[src/rtl/if_byte_fetch_pkg.sv]
// -----------------------------------------------------------------------------
// riscv_defs
//   Definitions shared by the instruction-fetch stage and its helpers.
//   - fetch_state_t : fetch FSM states (IDLE / READ / HOLD)
//   - INST_W        : instruction width in bits
//   - INST_BYTES    : bytes fetched per instruction
//   - BYTE_W        : width of one RAM word
// -----------------------------------------------------------------------------
package riscv_defs;

    localparam int INST_W     = 32;
    localparam int INST_BYTES = 4;
    localparam int BYTE_W     = 8;

    typedef enum logic [1:0] {
        IDLE = 2'd0,
        READ = 2'd1,
        HOLD = 2'd2
    } fetch_state_t;

endpackage : riscv_defs

[src/rtl/if_byte_fetch_if.sv]
// -----------------------------------------------------------------------------
// if_byte_fetch_if
//   Bundles the three handshakes around the fetch stage:
//   - request  : req_valid / req_addr / req_ready
//   - control  : flush
//   - decoder  : inst_valid / inst / inst_addr / inst_ready
//   - RAM      : mem_ce / mem_addr / mem_din (registered read, 1-cycle latency)
//   Modports:
//   - slave  : the fetch stage itself
//   - master : the surroundings (PC logic, decoder, RAM)
// -----------------------------------------------------------------------------
interface if_byte_fetch_if #(
    parameter int ADDR_W = 17
);
    import riscv_defs::*;

    logic              req_valid;
    logic [ADDR_W-1:0] req_addr;
    logic              req_ready;
    logic              flush;
    logic              inst_valid;
    logic [INST_W-1:0] inst;
    logic [ADDR_W-1:0] inst_addr;
    logic              inst_ready;
    logic              mem_ce;
    logic [ADDR_W-1:0] mem_addr;
    logic [BYTE_W-1:0] mem_din;

    modport slave (
        input  req_valid, req_addr, flush, inst_ready, mem_din,
        output req_ready, inst_valid, inst, inst_addr, mem_ce, mem_addr
    );

    modport master (
        output req_valid, req_addr, flush, inst_ready, mem_din,
        input  req_ready, inst_valid, inst, inst_addr, mem_ce, mem_addr
    );

endinterface : if_byte_fetch_if

[src/rtl/if_byte_fetch_cache.sv]
// -----------------------------------------------------------------------------
// if_last_inst_cache
//   Single-entry {address, instruction, valid} store of the last instruction
//   assembled from RAM. Only built when IF_LAST_INST_CACHE_EN is defined.
//   Ports:
//   - clk, rst_n      : clock, async active-low reset (clears the entry)
//   - i_flush         : clears the entry (wins over a write in the same cycle)
//   - i_wr_en         : write {i_wr_addr, i_wr_inst} and mark valid
//   - i_lookup_addr   : address to compare against the entry
//   - o_hit / o_inst  : combinational hit flag and stored instruction
// -----------------------------------------------------------------------------
`ifdef IF_LAST_INST_CACHE_EN
module if_last_inst_cache
    import riscv_defs::*;
#(
    parameter int ADDR_W = 17
) (
    input  logic              clk,
    input  logic              rst_n,
    input  logic              i_flush,
    input  logic              i_wr_en,
    input  logic [ADDR_W-1:0] i_wr_addr,
    input  logic [INST_W-1:0] i_wr_inst,
    input  logic [ADDR_W-1:0] i_lookup_addr,
    output logic              o_hit,
    output logic [INST_W-1:0] o_inst
);
    logic              r_valid;
    logic [ADDR_W-1:0] r_addr;
    logic [INST_W-1:0] r_inst;

    always_ff @(posedge clk or negedge rst_n) begin
        if (!rst_n) begin
            r_valid <= 1'b0;
            r_addr  <= '0;
            r_inst  <= '0;
        end else if (i_flush) begin
            r_valid <= 1'b0;
        end else if (i_wr_en) begin
            r_valid <= 1'b1;
            r_addr  <= i_wr_addr;
            r_inst  <= i_wr_inst;
        end
    end

    assign o_hit  = r_valid & (r_addr == i_lookup_addr);
    assign o_inst = r_inst;

endmodule : if_last_inst_cache
`endif

[src/rtl/if_byte_fetch.sv]
// -----------------------------------------------------------------------------
// if_byte_fetch
//   Instruction-fetch stage: accepts one request at a time, reads four
//   consecutive bytes from a byte-wide registered-read RAM and presents them
//   little-endian as a 32-bit instruction under a valid/ready handshake.
//   Ports:
//   - clk, rst_n : clock (rising edge), async active-low reset
//   - io_fb      : if_byte_fetch_if.slave (request, flush, decoder, RAM)
//   Timing: accept at E0, mem_ce in cycles 1-4, bytes captured at E2-E5,
//   inst_valid from cycle 6.
//   Optional feature: define IF_LAST_INST_CACHE_EN to add a one-entry cache
//   of the last fetched instruction; a hit goes straight to HOLD (valid in
//   cycle 1, no RAM traffic).
// -----------------------------------------------------------------------------
module if_byte_fetch
    import riscv_defs::*;
#(
    parameter int ADDR_W = 17
) (
    input  logic           clk,
    input  logic           rst_n,
    if_byte_fetch_if.slave io_fb
);
    fetch_state_t      r_state;
    fetch_state_t      w_next;

    logic [ADDR_W-1:0] r_inst_addr;
    logic [INST_W-1:0] r_inst;
    logic              r_mem_ce;
    logic [ADDR_W-1:0] r_mem_addr;
    logic              r_ce_d;       // a RAM byte is on mem_din this cycle
    logic [2:0]        r_issue;      // bytes issued so far (0..INST_BYTES)
    logic [1:0]        r_cap;        // next byte lane to capture

    logic              w_req_ready;
    logic              w_inst_valid;
    logic              w_accept;
    logic              w_capture;
    logic              w_last_cap;
    logic              w_hit;
    logic [INST_W-1:0] w_hit_inst;

    // flush is folded into req_ready, so nothing is accepted in a flush cycle
    assign w_accept   = io_fb.req_valid & w_req_ready;
    // Capture is gated by READ so that bytes arriving after a flush or
    // reset-abort are never written into the instruction.
    assign w_capture  = (r_state == READ) & r_ce_d;
    assign w_last_cap = w_capture & (r_cap == 2'(INST_BYTES - 1));

`ifdef IF_LAST_INST_CACHE_EN
    if_last_inst_cache #(
        .ADDR_W (ADDR_W)
    ) u_cache (
        .clk           (clk),
        .rst_n         (rst_n),
        .i_flush       (io_fb.flush),
        .i_wr_en       (w_last_cap & ~io_fb.flush),
        .i_wr_addr     (r_inst_addr),
        .i_wr_inst     ({io_fb.mem_din, r_inst[INST_W-BYTE_W-1:0]}),
        .i_lookup_addr (io_fb.req_addr),
        .o_hit         (w_hit),
        .o_inst        (w_hit_inst)
    );
`else
    assign w_hit      = 1'b0;
    assign w_hit_inst = '0;
`endif

    // ---------------------------------------------------------------- state
    always_ff @(posedge clk or negedge rst_n) begin
        if (!rst_n) r_state <= IDLE;
        else        r_state <= w_next;
    end

    // ----------------------------------------------------------- next state
    always_comb begin
        w_next = r_state;
        case (r_state)
            IDLE: if (w_accept) w_next = w_hit ? HOLD : READ;
            READ: if (w_last_cap) w_next = HOLD;
            HOLD: if (io_fb.inst_ready)
                      w_next = w_accept ? (w_hit ? HOLD : READ) : IDLE;
            default: w_next = IDLE;
        endcase
        if (io_fb.flush) w_next = IDLE;
    end

    // -------------------------------------------------------------- outputs
    always_comb begin
        w_req_ready  = ((r_state == IDLE) | ((r_state == HOLD) & io_fb.inst_ready))
                       & ~io_fb.flush;
        w_inst_valid = (r_state == HOLD);
    end

    // ------------------------------------------------------------- datapath
    always_ff @(posedge clk or negedge rst_n) begin
        if (!rst_n) begin
            r_inst_addr <= '0;
            r_inst      <= '0;
            r_mem_ce    <= 1'b0;
            r_mem_addr  <= '0;
            r_ce_d      <= 1'b0;
            r_issue     <= '0;
            r_cap       <= '0;
        end else if (io_fb.flush) begin
            // drop the RAM read in progress, including the byte in flight
            r_mem_ce <= 1'b0;
            r_ce_d   <= 1'b0;
        end else begin
            r_ce_d   <= r_mem_ce;
            r_mem_ce <= 1'b0;
            if (w_accept) begin
                r_inst_addr <= io_fb.req_addr;
                r_cap       <= '0;
                if (w_hit) begin
                    r_inst  <= w_hit_inst;
                    r_issue <= 3'(INST_BYTES);
                end else begin
                    // byte 0 is issued on the accept edge itself
                    r_mem_ce   <= 1'b1;
                    r_mem_addr <= io_fb.req_addr;
                    r_issue    <= 3'd1;
                end
            end else if ((r_state == READ) && (r_issue != 3'(INST_BYTES))) begin
                // address arithmetic wraps naturally at 2^ADDR_W
                r_mem_ce   <= 1'b1;
                r_mem_addr <= r_inst_addr + ADDR_W'(r_issue);
                r_issue    <= r_issue + 3'd1;
            end
            if (w_capture) begin
                r_inst[{r_cap, 3'b000} +: BYTE_W] <= io_fb.mem_din;
                r_cap                             <= r_cap + 2'd1;
            end
        end
    end

    assign io_fb.req_ready  = w_req_ready;
    assign io_fb.inst_valid = w_inst_valid;
    assign io_fb.inst       = r_inst;
    assign io_fb.inst_addr  = r_inst_addr;
    assign io_fb.mem_ce     = r_mem_ce;
    assign io_fb.mem_addr   = r_mem_addr;

endmodule : if_byte_fetch

[src/flat_wrapper.sv]
// flat-port wrapper written by rule: the top's interface ports become plain ports
module if_byte_fetch_flat import riscv_defs::*;
#(
    parameter int ADDR_W = 17
)
  (clk, rst_n, io_fb_req_valid, io_fb_req_addr, io_fb_flush, io_fb_inst_ready, io_fb_mem_din, io_fb_req_ready, io_fb_inst_valid, io_fb_inst, io_fb_inst_addr, io_fb_mem_ce, io_fb_mem_addr);
  if_byte_fetch_if #(.ADDR_W(ADDR_W)) io_fb_i ();
  input  logic clk;
  input  logic rst_n;
  input wire logic [$bits(io_fb_i.req_valid)-1:0] io_fb_req_valid;
  input wire logic [$bits(io_fb_i.req_addr)-1:0] io_fb_req_addr;
  input wire logic [$bits(io_fb_i.flush)-1:0] io_fb_flush;
  input wire logic [$bits(io_fb_i.inst_ready)-1:0] io_fb_inst_ready;
  input wire logic [$bits(io_fb_i.mem_din)-1:0] io_fb_mem_din;
  output wire logic [$bits(io_fb_i.req_ready)-1:0] io_fb_req_ready;
  output wire logic [$bits(io_fb_i.inst_valid)-1:0] io_fb_inst_valid;
  output wire logic [$bits(io_fb_i.inst)-1:0] io_fb_inst;
  output wire logic [$bits(io_fb_i.inst_addr)-1:0] io_fb_inst_addr;
  output wire logic [$bits(io_fb_i.mem_ce)-1:0] io_fb_mem_ce;
  output wire logic [$bits(io_fb_i.mem_addr)-1:0] io_fb_mem_addr;
  assign io_fb_i.req_valid = io_fb_req_valid;
  assign io_fb_i.req_addr = io_fb_req_addr;
  assign io_fb_i.flush = io_fb_flush;
  assign io_fb_i.inst_ready = io_fb_inst_ready;
  assign io_fb_i.mem_din = io_fb_mem_din;
  assign io_fb_req_ready = io_fb_i.req_ready;
  assign io_fb_inst_valid = io_fb_i.inst_valid;
  assign io_fb_inst = io_fb_i.inst;
  assign io_fb_inst_addr = io_fb_i.inst_addr;
  assign io_fb_mem_ce = io_fb_i.mem_ce;
  assign io_fb_mem_addr = io_fb_i.mem_addr;
  if_byte_fetch #(.ADDR_W(ADDR_W)) u_core (.clk(clk), .rst_n(rst_n), .io_fb(io_fb_i));
endmodule
[config.mk]
export PLATFORM = sky130hd
export DESIGN_NAME = if_byte_fetch_flat
export DESIGN_NICKNAME = d
export VERILOG_FILES = /design/src/rtl/if_byte_fetch_pkg.sv /design/src/rtl/if_byte_fetch_if.sv /design/src/rtl/if_byte_fetch_cache.sv /design/src/rtl/if_byte_fetch.sv /design/src/flat_wrapper.sv
export SDC_FILE = /design/constraint.sdc
export NUM_CORES = 1
export LEC_CHECK = 0
export CAP_MARGIN = 15
export CORE_MARGIN = 4
export CORE_UTILIZATION = 25
export CTS_CLUSTER_SIZE = 20
export DETAILED_ROUTE_END_ITERATION = 10
export PLACE_DENSITY = 0.5
export SKIP_CTS_REPAIR_TIMING = 1
export SYNTH_ARGS = -nofsm -noshare
export SYNTH_HDL_FRONTEND = slang
export SYNTH_SLANG_ARGS = --single-unit
[constraint.sdc]
create_clock -name clk -period 3.5 [get_ports clk]
set_input_delay 0.525 -clock clk [delete_from_list [all_inputs] [get_ports clk]]
set_output_delay 0.525 -clock clk [all_outputs]
set_load 0.02 [all_outputs]
==> flow_summary.json, run 1 <==
{
  "vias": 2877,
  "finClkSkew_ns": 0.00553,
  "worstSetupStartpointType": "primary input",
  "crit_top_cell": "clkdlybuf4s50_1",
  "rows": 42,
  "n_antenna_cell": 0,
  "power_leakage_nw": 2.14,
  "netlist_top_cells_area": "dfrtp_1, nand2_1, o21ai_1, ha_1, xnor2_1",
  "p_clk_frac": 0.314,
  "core_um2": 13500,
  "status": "finished clean",
  "pwr-share-comb": 0.290,
  "fin_area_um2": 4920,
  "reg2reg_depth": 7,
  "critPathMaxFanout": 7,
  "yosys-top-cells-count": "nand2_1, dfrtp_1, o21ai_1",
  "drc": 0,
  "rsz0062_at_grt": "false",
  "ios": 99,
  "fin_nets": 501,
  "grt_pass1_wl_um": 15700,
  "arrival_ns": 2.15,
  "gr-total-overflow": 0,
  "cp_num_buf_inv": 3,
  "drv_cap": 0,
  "max_freq_mhz": 374,
  "tns_ns": 0,
  "path_depth": 4,
  "synth.distinct_cells": 41,
  "drive_gt1_frac": 0.0645,
  "area_growth_pct": 40.5,
  "fin_crit_sh": 0.764,
  "synth_xor_area_frac": 0.0425,
  "maxSlewViolCount": 0,
  "synth_top_family_by_area": "simple AND/OR/NAND/NOR gates",
  "dp_hpwl_um": 6970,
  "pwr_density_cell_nw_per_um2": 593,
  "yosysTopAreaCell": "dfrtp_1",
  "cpMaxStageDelayCell": "clkdlybuf4s50_1",
  "gp_congestion": 0.767,
  "ys_warn_count": 0,
  "async_flop_share": 1.00,
  "holdCritPathClass": "in2async",
  "worstSetupPathType": "in2out",
  "synth_area_um2": 3500,
  "synth-adder-area-share": 0.0415,
  "power_frac_seq": 0.397,
  "swShare": 0.322,
  "clock_path_buffers": 2,
  "yosysMostFrequentCell": "nand2_1",
  "portBuffers": 98,
  "die_x_um": 126,
  "path_cells": "clkdlybuf4s50_1, inv_2, a211oi_4, clkdlybuf4s50_1",
  "max-slew-margin-rel": 0.312,
  "max_stage_delay_ns": 0.69,
  "synth-seq-cells": 75,
  "cts_tree": "built",
  "htree_levels": 3,
  "dpl_cell_area_um2": 4620,
  "grt_pass1_vias": 2949,
  "synth-edff-count": 0,
  "syn_inst": 362,
  "routed_wl_um": 9640,
  "clk_latency_ns": 0.33,
  "initial_core_util": 0.260,
  "power_switching_mw": 0.940,
  "synth-simple-area-share": 0.216,
  "timing.final.hold_violations": 0,
  "grt_usage": 0.122,
  "final.min_clock_period_ns": 2.67,
  "synth_mux_area_frac": 0.0118,
  "synth_compound_area_frac": 0.115,
  "yosysTopAreaCellShare": 0.536,
  "worstMarginPinSlew_ns": 1.03,
  "cp_data_required_time_ns": 2.97,
  "fp.dieH_um": 126,
  "synthFlopType": "dfrtp_1",
  "via_per_inst": 4.49,
  "clockRootBuffer": "clkbuf_16",
  "drt_iter0_markers": 130,
  "crit_family": "buffers and inverters",
  "syn_nets": 403,
  "wl_per_cell_um": 15.0,
  "seq_area_frac_synth": 0.536,
  "setup_viol": 0,
  "grt_max_degree": 76,
  "cts_sinks": 75,
  "postRouteAntennaNets": 0,
  "internal-power_mw": 1.98,
  "ir_drop_mv": 0.287,
  "clk_pin_slew_ns": 0.05,
  "cts_made_buffers": 9,
  "cp-end-kind": "primary output",
  "die-area_um2": 16000,
  "drt_pass1_iterations": 4,
  "grt_antenna_before_repair": 0,
  "synth.avg_cell_area_um2": 9.67
}
cells by family after synthesis:
kind of cell	after synthesis
buf+inv	22
xor+xnor	17
fa+ha+maj	11
flops	75
mux	4
compound gates	65
simple gates	168
state kept, by name, indices dropped and copies added (netlist names):
signal / cells
u_core.io_fb.inst: 32
u_core.io_fb.inst_addr: 17
u_core.io_fb.mem_addr: 17
u_core.r_issue: 3
u_core.r_cap: 2
u_core.r_state: 2
u_core.io_fb.mem_ce: 1
u_core.r_ce_d: 1
worst paths after layout:
kind / slack [ns] / startpoint / endpoint
setup / recovery: 0.83 / io_fb_inst_ready / io_fb_req_ready
hold / removal: 0.35 / rst_n / u_core.io_fb.inst[23]
setup reg to reg: 1.20 / u_core.r_issue[0] / u_core.io_fb.mem_addr[14]
hold reg to reg: 0.48 / u_core.io_fb.inst[15] / u_core.io_fb.inst[15]
max in group asynchronous: 2.52 / rst_n / u_core.r_ce_d
min in group clk: 0.48 / u_core.io_fb.inst[15] / u_core.io_fb.inst[15]
worst reg2reg max path: stages, from the launching register on:
cell and delay [ns]:
dfrtp_1 0.43, ha_1 0.24, fa_1 0.42, a21oi_1 0.46, nor3_1 0.15, nand3_1 0.13, xnor2_1 0.07, a221o_1 0.29
stage by stage:
step                      utilization  std cells  hold WS [ns]  power [mW]  setup WS, ns
after global placement          0.343        625         0.468        2.02         0.805
after global routing            0.366        641         0.445        3.09         0.767
after floorplan                     -        362         0.229        1.60          1.45
final                           0.366        641         0.351        2.92         0.825
after CTS                       0.366        641         0.398        2.96         0.820
after detailed placement        0.343        625         0.476        2.02         0.818
power groups by stage:
stage | sequential (mW) | clock, mW | combinational (mW)
after floorplan | 1.30 | 0 | 0.304
after global placement | 1.17 | 0 | 0.847
after detailed placement | 1.17 | 0 | 0.853
after CTS | 1.16 | 0.938 | 0.858
after global routing | 1.18 | 0.982 | 0.926
final | 1.16 | 0.915 | 0.844
layout make-up:
type / count / area, um^2
clock inverters: 3 / 20.0
repair buffers: 100 / 993
fillers: 1400 / 8530
clock buffers: 13 / 280
flip-flops and latches: 75 / 1880
well taps: 176 / 220
multi-input cells: 265 / 1500
inverters: 9 / 33.8
layout by cell type (no fill, tap or decap), types with 7 or more instances in the layout:
master,Yosys,final
clkbuf_16,0,9
clkdlybuf4s50_1,0,97
dfrtp_1,75,75
ha_1,10,10
inv_1,8,8
nand2_1,121,121
nand3_1,7,7
nor2_1,10,10
o21ai_0,10,10
o21ai_1,32,32
xnor2_1,11,11
routing by layer:
layer  vias to the layer above  track usage  share of wire  wire length [um]
met3                         9       0.0340          0.071               681
met2                       107        0.182           0.43              4140
met5                         -            0              0                 0
met4                         0       0.0442          0.012               119
li1                       1404            -              -                 -
met1                      1357        0.170           0.49              4700
(Power assumes the default switching activity.)
==> run 2, diff against run 1 <==
PLACE_DENSITY = 0.52   (was 0.5)
clock period = 2.2 ns   (was 3.5 ns; I/O delays follow)
==> run 2 against run 1 <==
Via count up 0.35%. First-iteration DRC count is 6.2% lower. Wire length is 0.53% higher. Global-route usage rose by 0.092 points. Sequential cell count stayed put. Highest routed layer unchanged. Non-clock buffer count grew 15. Final cell count increased by 2.3%. The flow now finishes with violations (hold timing). Worst hold slack lost 0.38 ns.
==> flow_summary.json, run 2 (same netlist as run 1, synthesis figures left out) <==
{
  "fin_nets": 516,
  "fp.dieH_um": 126,
  "setup_viol": 0,
  "clock_path_buffers": 2,
  "final_cell_mix": "nand2_1, clkdlybuf4s50_1, dfrtp_1",
  "max_freq_mhz": 493,
  "reg2reg_to": "u_core.io_fb.mem_addr[16]",
  "p_clk_frac": 0.318,
  "max-slew-margin-rel": 0.642,
  "grt_use_met1": 0.172,
  "core_um2": 13500,
  "vias": 2887,
  "fin_area_um2": 5090,
  "power_leakage_nw": 2.25,
  "drc": 0,
  "portBuffers": 98,
  "post-route-util": 0.378,
  "grt_usage": 0.123,
  "area_growth_pct": 45.4,
  "clockRootBuffer": "clkbuf_16",
  "postRouteAntennaNets": 0,
  "grt_max_degree": 40,
  "via_per_inst": 4.40,
  "status": "finished, violations left",
  "hold_slack_ns": -0.0264,
  "seqCellArea_um2": 1880,
  "grt_pass1_wl_um": 15900,
  "cp_data_required_time_ns": 2.40,
  "gr-total-overflow": 0,
  "pwr-share-comb": 0.297,
  "rows": 42,
  "regToRegSetupSlack_ns": 0.17,
  "path_cells": "ha_1, fa_1, a21oi_1, buf_4, nor2_1, nand3_1, xnor2_1, a221o_1",
  "grt.busiest_layer": "met2",
  "finClkSkew_ns": 0.00912,
  "dpl_cell_area_um2": 4770,
  "cp-end-kind": "register",
  "clk_latency_ns": 0.33,
  "ir_drop_mv": 0.414,
  "cts_tree": "built",
  "cts_made_buffers": 9,
  "fillers": 1382,
  "wl_per_cell_um": 14.8,
  "worstSetupPathType": "reg2reg",
  "drt_pass1_iterations": 4,
  "timing.final.hold_violations": 18,
  "routed_wl_um": 9690,
  "drive_gt1_frac": 0.0958,
  "maxSlewViolCount": 0,
  "initial_core_util": 0.260,
  "worstSetupStartpointType": "register",
  "r2r-start": "u_core.io_fb.inst_addr[0]",
  "cts_sinks": 75,
  "final.min_clock_period_ns": 2.03,
  "fin_crit_sh": 0.923,
  "power_frac_seq": 0.384,
  "max_stage_delay_ns": 0.41,
  "n_antenna_cell": 0,
  "largest_reg_flops": 32,
  "power_switching_mw": 1.49,
  "violations": "hold timing",
  "cpMaxStageDelayCell": "fa_1",
  "grt_use_met3": 0.0517,
  "pwr_density_cell_nw_per_um2": 936,
  "swShare": 0.312,
  "internal-power_mw": 3.28,
  "drt_iter0_markers": 122,
  "ios": 99,
  "rsz0062_at_grt": "false",
  "drv_cap": 0,
  "htree_levels": 3,
  "reg2reg_depth": 8,
  "worstMarginPinSlew_ns": 0.537,
  "grt.met2_usage": 0.182,
  "holdCritPathClass": "in2async",
  "die-area_um2": 16000,
  "dp_hpwl_um": 7210,
  "grt_pass1_vias": 2986,
  "grt_antenna_before_repair": 0,
  "die_x_um": 126,
  "gp_congestion": 0.800,
  "clk_pin_slew_ns": 0.06,
  "critPathMaxFanout": 5,
  "multi_input_area_um2": 1500,
  "final_common_cell": "nand2_1",
  "arrival_ns": 2.23
}
run 2: worst max path at each step:
stage                               from                        end  depth (start not counted)
2_1_floorplan  u_core.io_fb.inst_addr[0]  u_core.io_fb.mem_addr[14]                          7
3_3_place_gp            io_fb_inst_ready            io_fb_req_ready                          4
3_5_place_dp            io_fb_inst_ready  u_core.io_fb.mem_addr[14]                          7
4_1_cts                 io_fb_inst_ready            io_fb_req_ready                          4
5_1_grt        u_core.io_fb.inst_addr[0]  u_core.io_fb.mem_addr[16]                          8
6_report       u_core.io_fb.inst_addr[0]  u_core.io_fb.mem_addr[16]                          8
run 2: power groups by stage:
stage               Sequential, mW  Clock, mW  Combinational (mW)
global placement              1.85          0                1.42
CTS                           1.84       1.56                1.43
global route                  1.87       1.62                1.55
detailed placement            1.85          0                1.43
floorplan                     2.07          0               0.484
finish                        1.83       1.52                1.42
run 2: per-stage QoR:
step	setup TNS, ns	cells	total power [mW]	setup WS [ns]
floorplan	0	362	2.55	0.149
global placement	-0.0396	640	3.27	-0.0286
detailed placement	-0.145	640	3.28	-0.0403
CTS	-0.0420	656	4.83	-0.0420
global route	0	656	5.04	0.00989
finish	0	656	4.76	0.170
run 2: area by class of cell:
class	count	share of cell area
Clock buffer	12	0.0523
Clock inverter	4	0.00934
Tap cell	176	0.0433
Multi-Input combinational cell	265	0.295
Inverter	9	0.00664
Timing Repair Buffer	115	0.225
Sequential cell	75	0.369
run 2: critical path: cells and delay by family (launching register included):
kind / cells / cell delay, ns
buffers and inverters: 1 / 0.16
xor gates and xnor gates: 1 / 0.07
DFF: 1 / 0.40
and+or+nand+nor: 2 / 0.18
AOI/OAI and AO/OA: 2 / 0.45
adders and majority gates: 2 / 0.65
run 2: per-layer routing:
layer,up-vias,share of wire
met5,-,0
met4,0,0.0065
met3,8,0.082
met2,96,0.42
met1,1357,0.49
li1,1426,-
==> run 3, diff against run 2 <==
CTS_CLUSTER_DIAMETER = 60   (was default)
==> results of run 3 <==
Same layout as run 2: the final DEF is identical, and so are final timing and power.
